`config.mk`:
```
export PLATFORM = sky130hd
export DESIGN_NAME = fetch_stage_flat
export DESIGN_NICKNAME = d
export VERILOG_FILES = /design/src/rtl/fetch_pkg.sv /design/src/rtl/fetch_if.sv /design/src/rtl/ifid_reg.sv /design/src/rtl/fetch_stage.sv /design/src/flat_wrapper.sv
export SDC_FILE = /design/constraint.sdc
export NUM_CORES = 1
export LEC_CHECK = 0
export ABC_CLOCK_PERIOD_IN_PS = 2700
export BUFFER_PORTS_ARGS = -buffer_cell sky130_fd_sc_hd__buf_2
export CAP_MARGIN = 10
export CELL_PAD_IN_SITES_DETAIL_PLACEMENT = 0
export CELL_PAD_IN_SITES_GLOBAL_PLACEMENT = 1
export CORE_ASPECT_RATIO = 1.2
export CORE_MARGIN = 1.5
export CORE_UTILIZATION = 25
export CTS_CLUSTER_DIAMETER = 120
export DETAILED_ROUTE_END_ITERATION = 12
export PLACE_DENSITY_LB_ADDON = 0.1
export SYNTH_ARGS = -nofsm -noshare
export SYNTH_HDL_FRONTEND = slang
export SYNTH_SLANG_ARGS = --single-unit
```
`constraint.sdc`:
```
create_clock -name clk -period 2.7 [get_ports clk]
set_clock_uncertainty 0.05 [all_clocks]
set_input_delay 0.27 -clock clk [delete_from_list [all_inputs] [get_ports clk]]
set_output_delay 0.27 -clock clk [all_outputs]
set_load 0.01 [all_outputs]
```
`src/rtl/fetch_pkg.sv`:
```
// Shared constants and state encoding for the instruction fetch stage.
package fetch_pkg;

    localparam logic [31:0] NOP_INSTR            = 32'h0000_0013;
    localparam logic [31:0] DEFAULT_RESET_VECTOR = 32'h0000_0000;

    typedef enum logic [1:0] {
        IDLE  = 2'd0,
        WAIT  = 2'd1,
        DRAIN = 2'd2
    } fetchState_e;

endpackage

```
`src/rtl/fetch_if.sv`:
```
// Instruction-memory request/response bus between the fetch stage and memory.
interface fetch_if;

    logic        imem_req;
    logic [31:0] imem_addr;
    logic        imem_rvalid;
    logic [31:0] imem_rdata;

    modport master (output imem_req, imem_addr, input  imem_rvalid, imem_rdata);
    modport slave  (input  imem_req, imem_addr, output imem_rvalid, imem_rdata);

endinterface

```
`src/rtl/ifid_reg.sv`:
```
// IF/ID pipeline register: flush and empty cycles load a NOP bubble, stall freezes it.
module ifid_reg
    import fetch_pkg::*;
(
    input  logic        clk,
    input  logic        rst_n,
    input  logic        stall,
    input  logic        flush,
    input  logic        load,
    input  logic [31:0] fetchInstr,
    input  logic [31:0] fetchPc,
    input  logic [31:0] fetchPcPlus4,
    output logic [31:0] InstrD,
    output logic [31:0] PCD,
    output logic [31:0] PCPlus4D,
    output logic        ValidD
);

    // NOTE: sequential state uses non-blocking assignments so every register samples pre-edge values.
    always_ff @(posedge clk or negedge rst_n) begin
        if (!rst_n) begin
            InstrD   <= NOP_INSTR;
            PCD      <= 32'h0;
            PCPlus4D <= 32'h0;
            ValidD   <= 1'b0;
        end else if (flush) begin
            InstrD <= NOP_INSTR;
            ValidD <= 1'b0;
        end else if (!stall) begin
            if (load) begin
                InstrD   <= fetchInstr;
                PCD      <= fetchPc;
                PCPlus4D <= fetchPcPlus4;
                ValidD   <= 1'b1;
            end else begin
                InstrD <= NOP_INSTR;
                ValidD <= 1'b0;
            end
        end
    end

endmodule

```
`src/rtl/fetch_stage.sv`:
```
// Fetch stage: PC, single-outstanding request FSM and 1-entry hold buffer feeding IF/ID.
// Optional FetchCount/WaitCycles performance counters are built when FETCH_PERF_EN is defined.
module fetch_stage
    import fetch_pkg::*;
#(
    parameter logic [31:0] RESET_VECTOR = DEFAULT_RESET_VECTOR
) (
    input  logic        clk,
    input  logic        rst_n,
    input  logic        StallD,
    input  logic        FlushD,
    input  logic        PCSrcE,
    input  logic [31:0] PCTargetE,
    fetch_if.master     imem,
    output logic [31:0] InstrD,
    output logic [31:0] PCD,
    output logic [31:0] PCPlus4D,
    output logic        ValidD,
    output logic        IMemWait
`ifdef FETCH_PERF_EN
    ,
    output logic [31:0] FetchCount,
    output logic [31:0] WaitCycles
`endif
);

    localparam logic [1:0] StIdle  = IDLE;
    localparam logic [1:0] StWait  = WAIT;
    localparam logic [1:0] StDrain = DRAIN;

    logic [1:0]  state, stateNext;
    logic [31:0] pcF, pcNext, pcPlus4F;
    logic        holdValid, holdValidNext;
    logic [31:0] holdData, holdDataNext;
    logic        reqValid;
    logic [31:0] reqAddr;
    logic        ifidLoad;
    logic [31:0] ifidInstr;
    logic        advance;

    assign pcPlus4F = pcF + 32'd4;
    // A word may enter IF/ID only when decode neither holds nor kills it this cycle.
    assign advance  = !StallD && !FlushD;

    // NOTE: every always_comb output gets a default first, so no path can infer a latch.
    always_comb begin
        stateNext     = state;
        pcNext        = pcF;
        holdValidNext = holdValid;
        holdDataNext  = holdData;
        reqValid      = 1'b0;
        reqAddr       = pcF;
        ifidLoad      = 1'b0;
        ifidInstr     = holdData;
        case (state)
            StIdle: begin
                if (PCSrcE) begin
                    pcNext        = PCTargetE;
                    holdValidNext = 1'b0;
                end else if (!holdValid) begin
                    reqValid  = 1'b1;
                    stateNext = StWait;
                end else if (advance) begin
                    ifidLoad      = 1'b1;
                    pcNext        = pcPlus4F;
                    reqValid      = 1'b1;
                    reqAddr       = pcPlus4F;
                    holdValidNext = 1'b0;
                    stateNext     = StWait;
                end
            end
            StWait: begin
                if (PCSrcE) begin
                    pcNext    = PCTargetE;
                    stateNext = imem.imem_rvalid ? StIdle : StDrain;
                end else if (imem.imem_rvalid) begin
                    if (advance) begin
                        ifidLoad  = 1'b1;
                        ifidInstr = imem.imem_rdata;
                        pcNext    = pcPlus4F;
                        reqValid  = 1'b1;
                        reqAddr   = pcPlus4F;
                    end else begin
                        holdValidNext = 1'b1;
                        holdDataNext  = imem.imem_rdata;
                        stateNext     = StIdle;
                    end
                end
            end
            StDrain: begin
                if (PCSrcE) begin
                    pcNext = PCTargetE;
                end
                // The stale response retires the outstanding request whatever else happens.
                if (imem.imem_rvalid) begin
                    stateNext = StIdle;
                end
            end
            default: stateNext = StIdle;
        endcase
    end

    // Gated with rst_n so no request leaves the block while reset is held.
    assign imem.imem_req  = rst_n && reqValid;
    assign imem.imem_addr = reqAddr;
    assign IMemWait       = (state == StWait && !imem.imem_rvalid) || state == StDrain;

    always_ff @(posedge clk or negedge rst_n) begin
        if (!rst_n) begin
            state     <= StIdle;
            pcF       <= RESET_VECTOR;
            holdValid <= 1'b0;
        end else begin
            state     <= stateNext;
            pcF       <= pcNext;
            holdValid <= holdValidNext;
        end
    end

    // NOTE: the hold data is qualified by holdValid, so it carries no reset.
    always_ff @(posedge clk) begin
        holdData <= holdDataNext;
    end

    ifid_reg u_ifid (
        .clk          (clk),
        .rst_n        (rst_n),
        .stall        (StallD),
        .flush        (FlushD || PCSrcE),
        .load         (ifidLoad),
        .fetchInstr   (ifidInstr),
        .fetchPc      (pcF),
        .fetchPcPlus4 (pcPlus4F),
        .InstrD       (InstrD),
        .PCD          (PCD),
        .PCPlus4D     (PCPlus4D),
        .ValidD       (ValidD)
    );

`ifdef FETCH_PERF_EN
    always_ff @(posedge clk or negedge rst_n) begin
        if (!rst_n) begin
            FetchCount <= 32'h0;
            WaitCycles <= 32'h0;
        end else begin
            if (ifidLoad) FetchCount <= FetchCount + 32'd1;
            if (IMemWait) WaitCycles <= WaitCycles + 32'd1;
        end
    end
`endif

endmodule

```
`src/flat_wrapper.sv`:
```
// flat-port wrapper written by rule: the top's interface ports become plain ports
module fetch_stage_flat import fetch_pkg::*;
#(
    parameter logic [31:0] RESET_VECTOR = DEFAULT_RESET_VECTOR
)
  (clk, rst_n, StallD, FlushD, PCSrcE, PCTargetE, InstrD, PCD, PCPlus4D, ValidD, IMemWait, imem_imem_req, imem_imem_addr, imem_imem_rvalid, imem_imem_rdata);
  fetch_if imem_i ();
  input  logic clk;
  input  logic rst_n;
  input  logic StallD;
  input  logic FlushD;
  input  logic PCSrcE;
  input  logic [31:0] PCTargetE;
  output logic [31:0] InstrD;
  output logic [31:0] PCD;
  output logic [31:0] PCPlus4D;
  output logic ValidD;
  output logic IMemWait;
  output wire logic [$bits(imem_i.imem_req)-1:0] imem_imem_req;
  output wire logic [$bits(imem_i.imem_addr)-1:0] imem_imem_addr;
  input wire logic [$bits(imem_i.imem_rvalid)-1:0] imem_imem_rvalid;
  input wire logic [$bits(imem_i.imem_rdata)-1:0] imem_imem_rdata;
  assign imem_imem_req = imem_i.imem_req;
  assign imem_imem_addr = imem_i.imem_addr;
  assign imem_i.imem_rvalid = imem_imem_rvalid;
  assign imem_i.imem_rdata = imem_imem_rdata;
  fetch_stage #(.RESET_VECTOR(RESET_VECTOR)) u_core (.clk(clk), .rst_n(rst_n), .StallD(StallD), .FlushD(FlushD), .PCSrcE(PCSrcE), .PCTargetE(PCTargetE), .imem(imem_i), .InstrD(InstrD), .PCD(PCD), .PCPlus4D(PCPlus4D), .ValidD(ValidD), .IMemWait(IMemWait));
endmodule
```
### Word-level counts from Yosys, hierarchy flattened

Index checks and enable logic that the tools add are counted.

| word-level totals | value |
|---|---|
| register bits after elaboration | 164 |
| input port bits | 70 |
| word-level logic and storage cells | 86 |

| operators by class | value |
|---|---|
| add/sub/neg operators | 1 |
| eq/ne operators | 12 |
| muxes and demuxes | 45 |
| bitwise logic cells | 4 |
| reductions and logical operators | 16 |

Operators with widths:

| operator | count |
|---|---|
| two-way mux 32 bit | 15 |
| one-hot mux 32 bit (3 select lines) | 1 |
| one-hot mux 32 bit (2 select lines) | 1 |
| adder 32 x 3 -> 32 bit (second input constant) | 1 |
| two-way mux 1 bit | 16 |
| two-way mux 2 bit | 8 |
| inequality test 2 bit (second input constant) | 6 |
| inequality test 3 bit (second input constant) | 3 |
| AND reduction 4 bit | 2 |
| one-hot mux 1 bit (2 select lines) | 3 |
| one-hot mux 2 bit (3 select lines) | 1 |
| AND reduction 5 bit | 1 |
| inverter 1 bit | 4 |
| logical AND 1 bit | 3 |
| zero test 1 bit | 3 |
| AND reduction 3 bit | 1 |
| nonzero test 3 bit | 1 |
| equality test 2 x 1 -> 1 bit (second input constant) | 1 |
| equality test 2 bit (second input constant) | 1 |
| zero test 2 bit | 1 |
| logical OR 1 bit | 2 |
| inequality test 2 x 1 -> 1 bit (second input constant) | 1 |
| AND reduction 2 bit | 1 |
| nonzero test 2 bit | 1 |

### Logic depth before layout (Yosys ltp)

Gate-level depths: netlist of run 1.

| logic depth | value |
|---|---|
| word-level depth | 9 |
| mapped depth | 10 |
| gate-level depth less buffers | 8 |

### By module

Synthesis of run 1 repeated with hierarchy kept, for this count alone.

| unflattened totals | value |
|---|---|
| cell total of the unflattened synthesis | 1109 |
| area total of the unflattened synthesis | 10214.8 µm² |

By module, submodules not included:

| module | times used | cells an instance | area each (µm²) |
|---|---|---|---|
| fetch_stage | 1 | 828 | 6083.3 |
| ifid_reg | 1 | 281 | 4131.5 |

### Worst setup path after synthesis of run 1

Ideal clock, no wire load.

| timing path | value |
|---|---|
| path type | register to register |
| start | register u_core.state[1] |
| end | register u_core.holdData[0] (enable) |
| setup time | 0.392 ns |
| data arrival time | 2.529 ns |
| path slack | -0.271 ns |
| stages on the path, launching flop included | 8 |
| path buffers | 3 |
| period minus slack after synthesis | 2.971 ns |
| cell sequence | dfrtp_1 inv_1 ha_1 clkbuf_1 nor2b_1 clkbuf_1 clkbuf_1 and3_1 |

| on the way | value |
|---|---|
| cells in the longest elaborated chain, start to end | 2 |

RTL lines:

| item | line | RTL |
|---|---|---|
| from (decl) | fetch_stage.sv:31 | `logic [1:0] state, stateNext;` |
| from (signal assigned) | fetch_stage.sv:110 | `state <= StIdle;` |
| from (signal assigned) | fetch_stage.sv:114 | `state <= stateNext;` |
| equality test 2 x 1 -> 1 bit | fetch_stage.sv:55 | `case (state)` |
| AND reduction 4 bit (no line) | -- |  |
| to (signal assigned) | fetch_stage.sv:122 | `holdData <= holdDataNext;` |
| to (decl) | fetch_stage.sv:34 | `logic [31:0] holdData, holdDataNext;` |

Every way passes these cells.
A chain may end at the register's enable or synchronous reset.

### Worst setup path after layout of run 1

| timing path | value |
|---|---|
| start | register u_core.pcF[3] |
| end | output port imem_imem_addr[30] |

| on the way | value |
|---|---|
| cells in the longest elaborated chain, start to end | 5 |
| elaborated cells on any way between the ends | 7 |
| those cells by class | add/sub (1); mux (6) |

RTL lines:

| item | line | RTL |
|---|---|---|
| from (decl) | fetch_stage.sv:32 | `logic [31:0] pcF, pcNext, pcPlus4F;` |
| from (signal assigned) | fetch_stage.sv:115 | `pcF <= pcNext;` |
| adder 32 x 3 -> 32 bit * | fetch_stage.sv:41 | `assign pcPlus4F = pcF + 32'd4;` |
| two-way mux 32 bit * | fetch_stage.sv:63, fetch_stage.sv:77 |  |
| two-way mux 32 bit, on equally long branches | -- |  |
| two-way mux 32 bit, on equally long branches | fetch_stage.sv:73, fetch_stage.sv:57 |  |
| one-hot mux 32 bit (2 select lines) * | fetch_stage.sv:55 |  |
| to (decl) | flat_wrapper.sv:20 | `output wire logic [$bits(imem_i.imem_addr)-1:0] imem_imem_addr;` |

Mark *: on every way between the ends. The rest lies on a longest branch, timed or not.

==> results.cfg, run 1 <==
[cells_and_area]
drive_gt1_frac = 0.345
final_cell_mix = nand2_1 (253), buf_2 (197), buf_4 (155)
area_growth_pct = 43.5
diodes = 0
fin_nets = 1534
final_common_cell = nand2_1
final_util = 0.367

[synthesis]
synth_area_leaders = dfrtp_1 (34%), nand2_1 (10%), edfxtp_1 (10%), o21ai_0 (5.0%), xnor2_1 (3.7%)
synthFlopType = dfrtp_1
synth_cell_type_count = 75
synth_seq_area_share = 0.445
ys_ff_latch = 162
syn_inst = 1132
async_flop_share = 0.802
yosysWarnings = 0
avgSynthCellArea_um2 = 8.38
synthesis.nets = 1207
syn_area_um2 = 9480
synth_top_area_cell = dfrtp_1
synth_top_area_frac = 0.335
synth_edf_count = 32

[detailed_routing]
vias_per_cell = 5.12
vias = 9964
drt-total-wl_mm = 44.0
wire_per_inst_um = 22.6
drc_errors = 0
dr.pass1.iters = 5
antenna_left = 0
drt_iter0_drc = 787

[grt]
grt_remaining_overflow = 0
grt_pass1_vias = 9810
grt_pass1_wl_mm = 65.3
grt_start_max_net_pins = 70
grt_antenna_before_repair = 0
grt_use_total = 0.227

[placement]
hpwl_mm = 32.0
gp_congestion = 0.881
io_buffers = 200

[setup_path]
max_stage_delay_ns = 0.38
worstPathRequired_ns = 2.38
crit_buf_inv = 2
cpMostUsedCell = nand4_1
cp_max_fo = 4
cp_slowest_cell = dfrtp_1
critPathKind = reg -> out
worst_setup_path_start_kind = flip-flop
crit_chain = ha_1 -> nand4_1 -> buf_4 -> nor4_4 -> nand4_1 -> a21oi_2 -> o21ai_0 -> a22o_1 -> buf_2
endpoint_kind = output pin
cp.arrival_ns = 2.59
crit_family = simple AND/OR/NAND/NOR gates

[sta]
min_period_over_period = 1.08
min_period_ns = 2.91
slew_viol_final = 0
setup_viol = 14
setup_slack_ns = -0.207
fmax_ghz = 0.344
worst_slew_pin_slew_ns = 0.603
whs_ns = 0.0431
hold_viol = 0
maxSlewHeadroom = 0.595
rsz0062_at_grt = true

[floorplan]
dieArea_um2 = 39100
initial_core_util = 0.256
die-width_um = 181
die_y_um = 216
core_um2 = 37100
ios = 201
std_cell_rows = 77

[min_path]
hold_class = in -> reg

[status]
failed_checks = setup timing
run_status = complete, but fails checks

[flow_run]
maxCapViolCount = 0

[power]
p_leak_nw = 6.12
power.density_nw_per_um2 = 1010
finalPower_mw = 13.8
ir_drop_mv = 0.506

[clock_network]
clock_path_buffers = 2
cts.htree.levels = 4
clock_latency_ns = 0.46
cts-buffers-inserted = 17
cts-root-buf = clkbuf_16
cts_tree = built
cts.clk_slew.worst_paths_ns = 0.07
clock_sink_count = 162
## cell usage after synthesis (7+ instances only)
cell type  instances
a221oi_1          14
nor2_1            65
xnor2_1           40
nand4_1           21
buf_1              7
o211ai_1           9
buf_2             11
nor4_1            17
inv_1             17
clkbuf_1          83
and3_1            11
edfxtp_1          32
o22ai_1           10
dfrtp_1          127
a211oi_1          10
o21ai_0           95
a31oi_1           17
a22oi_1           37
nand3_1           29
o31ai_1            8
nand2_1          257
xor2_1            19
a21oi_1           62
nor3_1            22
## final cells by class
type                            instances  area [um2]
Sequential cell                       162        4220
Multi-Input combinational cell        843        5170
Clock buffer                           21         440
Timing Repair Buffer                  416        2960
Inverter                               19        71.3
Fill cell                            3912       23500
Clock inverter                         11         155
Tap cell                              474         593
## stage by stage
stage                     TNS [ns]  cell area, um2  worst slack [ns]  std cells
final                        -1.78           13600            -0.207       1946
after global routing         -4.09           13600            -0.346       1946
after CTS                    -2.29           13300            -0.246       1930
after detailed placement         0           11900            0.0365       1844
after global placement           0           11900            0.0520       1844
after floorplan                  0            9490           0.00232       1132
## worst paths after layout
path | start | to | slack (ns) | cells past startpoint
min | imem_imem_rvalid | u_core.state[1]$_DFFE_PN0P_ | 0.04 | 2
min reg2reg | u_core.holdData[24]$_DFFE_PP_ | u_core.u_ifid.InstrD[24]$_DFFE_PN0P_ | 0.39 | 2
max reg2reg | u_core.pcF[7]$_DFFE_PN0P_ | u_core.pcF[17]$_DFFE_PN0P_ | 0.17 | 8
min in group asynchronous | rst_n | u_core.pcF[29]$_DFFE_PN0P_ | 0.24 | 2
max in group asynchronous | rst_n | u_core.u_ifid.InstrD[29]$_DFFE_PN0P_ | 1.55 | 3
max | u_core.pcF[3]$_DFFE_PN0P_ | imem_imem_addr[30] | -0.21 | 9
## registers in the layout, summed over array words and instances, names as in the netlist
register and flops:
u_core.u_ifid.ValidD 1, u_core.state 2, u_core.u_ifid.PCPlus4D 30, u_core.holdValid 1
u_core.holdData 32, u_core.u_ifid.InstrD 32, u_core.pcF 32, u_core.u_ifid.PCD 32
## layer usage
metal	wire length, um	track usage	vias to the layer above
li1	-	-	4702
met1	20600	0.310	4842
met2	19900	0.358	356
met3	2250	0.0356	64
met4	1280	0.0880	0
met5	0	0	-
## kinds of logic after synthesis
kind of cell / count (synthesis) / share of synthesized area
AOI/OAI and AO/OA: 308 / 0.208
adders and majority gates: 5 / 0.00660
buffers and inverters: 127 / 0.0553
DFF: 162 / 0.445
muxes: 4 / 0.00462
xor gates and xnor gates: 59 / 0.0545
and+or+nand+nor: 467 / 0.227
## worst register-to-register path, delay by kind of cell (launching register included)
kind,cells,cell delay [ns]
AO/OA/AOI/OAI,3,0.49
buffers and inverters,2,0.30
flip-flops,1,0.41
AND/OR/NAND/NOR,3,1.14
## repair_timing
| item | 4_1_cts | 5_1_grt |
|---|---|---|
| hold buffers | 35 | 0 |
| setup buffers | 18 | 17 |
| pin swaps | 19 | 23 |
| hold endpoints to repair | 76 | 0 |
| endpoints found under the setup margin | 31 | 31 |
| gates resized for setup | 76 | 45 |
| gates cloned | 1 | 0 |
## report_power, final
part           switching (mW)  internal (mW)
logic                    4.46           2.99
clock network            1.10           1.46
registers               0.544           3.25
total                    6.10           7.70
(Power assumes the default switching activity.)
==> inputs of run 2 (changes only) <==
- RECOVER_POWER: unset -> 100
==> results.cfg, run 2 (synthesis results as in run 1) <==
[detailed_routing]
vias = 9973
drc_errors = 0
antenna_left = 0
drt_iter0_drc = 768
vias_per_cell = 5.12
drt-total-wl_mm = 44.2
dr.pass1.iters = 5
wire_per_inst_um = 22.7

[cells_and_area]
diodes = 0
final_common_cell = nand2_1
fin_nets = 1534
area_growth_pct = 41.1
final_cell_mix = nand2_1 (255), buf_4 (149), clkbuf_1 (136)
final_util = 0.361
drive_gt1_frac = 0.252
finalNonFillerCells = 1946

[floorplan]
dieArea_um2 = 39100
ios = 201
std_cell_rows = 77
die-width_um = 181
initial_core_util = 0.256
die_y_um = 216
core_um2 = 37100

[sta]
worst_slew_pin_slew_ns = 1.13
min_period_over_period = 1.08
setup_viol = 23
slew_viol_final = 0
setup_slack_ns = -0.220
min_period_ns = 2.92
maxSlewHeadroom = 0.246
fmax_ghz = 0.342
rsz0062_at_grt = true
final.setup.tns_ns = -3.14
hold_viol = 0

[status]
failed_checks = setup timing
run_status = complete, but fails checks

[clock_network]
cts.htree.levels = 4
clock_latency_ns = 0.46
cts.clk_slew.worst_paths_ns = 0.07
clock_sink_count = 162
cts-root-buf = clkbuf_16
cts-buffers-inserted = 17
cts_tree = built
clock_path_buffers = 2

[setup_path]
endpoint_kind = output pin
cp.arrival_ns = 2.60
worstPathRequired_ns = 2.38
worst_setup_path_start_kind = flip-flop
crit_path_start = u_core.state[0]$_DFFE_PN0P_
cp_max_fo = 11
r2r-start = u_core.state[0]$_DFFE_PN0P_
critPathKind = reg -> out

[placement]
dp_slack_ns = 0.0365
io_buffers = 200
place_inst = 1844
gp_congestion = 0.881
hpwl_mm = 32.0

[grt]
grt_remaining_overflow = 0
grt_pass1_wl_mm = 65.3
grt_pass1_vias = 9810
grt_use_total = 0.227
grt_start_max_net_pins = 70
grt_antenna_before_repair = 0

[power]
p_leak_nw = 5.65
power.density_nw_per_um2 = 1020
ir_drop_mv = 0.503

[flow_run]
maxCapViolCount = 0

[min_path]
hold_class = in -> reg
hp-start = imem_imem_rvalid
==> run 2: cell types whose count changed in the layout (fill, tap and decap cells not counted), moves of 2 or more <==
cell,before,now
clkbuf_1,4,136
buf_6,15,13
nand2_2,5,3
clkbuf_2,0,6
nand2_1,253,255
buf_2,197,67
buf_4,155,149
==> run 2: area by class of cell <==
| type | count | area, um2 |
|---|---|---|
| Multi-Input combinational cell | 843 | 5150 |
| Timing Repair Buffer | 416 | 2750 |
| Clock inverter | 11 | 155 |
| Tap cell | 474 | 593 |
| Fill cell | 3963 | 23700 |
| Inverter | 19 | 71.3 |
| Clock buffer | 21 | 440 |
| Sequential cell | 162 | 4220 |
==> run 2: worst paths after layout <==
path | to | slack [ns] | cells after the start
setup / recovery | imem_imem_addr[27] | -0.22 | 9
hold / removal | u_core.state[1]$_DFFE_PN0P_ | 0.05 | 2
setup reg to reg | u_core.pcF[7]$_DFFE_PN0P_ | 0.17 | 7
hold reg to reg | u_core.u_ifid.InstrD[20]$_DFFE_PN0P_ | 0.39 | 2
max in group asynchronous | u_core.u_ifid.InstrD[18]$_DFFE_PN0P_ | 0.34 | 3
min in group asynchronous | u_core.pcF[29]$_DFFE_PN0P_ | 0.51 | 2
==> run 2: critical path, stage by stage (launching register included) <==
cell and delay (ns):
dfrtp_1 0.45, inv_1 0.09, ha_1 0.27, buf_4 0.19
nand2_1 0.22, nand2_1 0.26, buf_12 0.23, a21oi_1 0.11
o21ba_2 0.17, buf_2 0.14
==> run 2: what timing repair did <==
action                     in CTS  in global routing
cloned                          1                  0
hold buffers                   35                  0
pin swaps                      19                 23
buffers inserted               18                 17
gates resized for setup        76                 45
setup endpoints to repair      31                 31
hold endpoints to repair       76                  0
==> run 2: per-layer routing <==
metal / track usage / routed length, um
met5: 0 / 0
met4: 0.0880 / 1280
met3: 0.0356 / 2150
met2: 0.358 / 20000
met1: 0.310 / 20800
==> run 2: report_power, final <==
part	leakage (nW)	switching (mW)	internal (mW)
Combinational	3.40	4.46	2.80
Clock	0.280	1.09	1.46
Sequential	1.96	0.562	3.25
==> run 2: per-stage QoR <==
step	area (um2)	power (mW)	hold slack (ns)
finish	13400	13.6	0.0500
global route	13400	14.5	0.0300
CTS	13300	13.7	0.0128
detailed placement	11900	10.8	0.182
global placement	11900	10.8	0.183
floorplan	9490	7.43	-0.0756
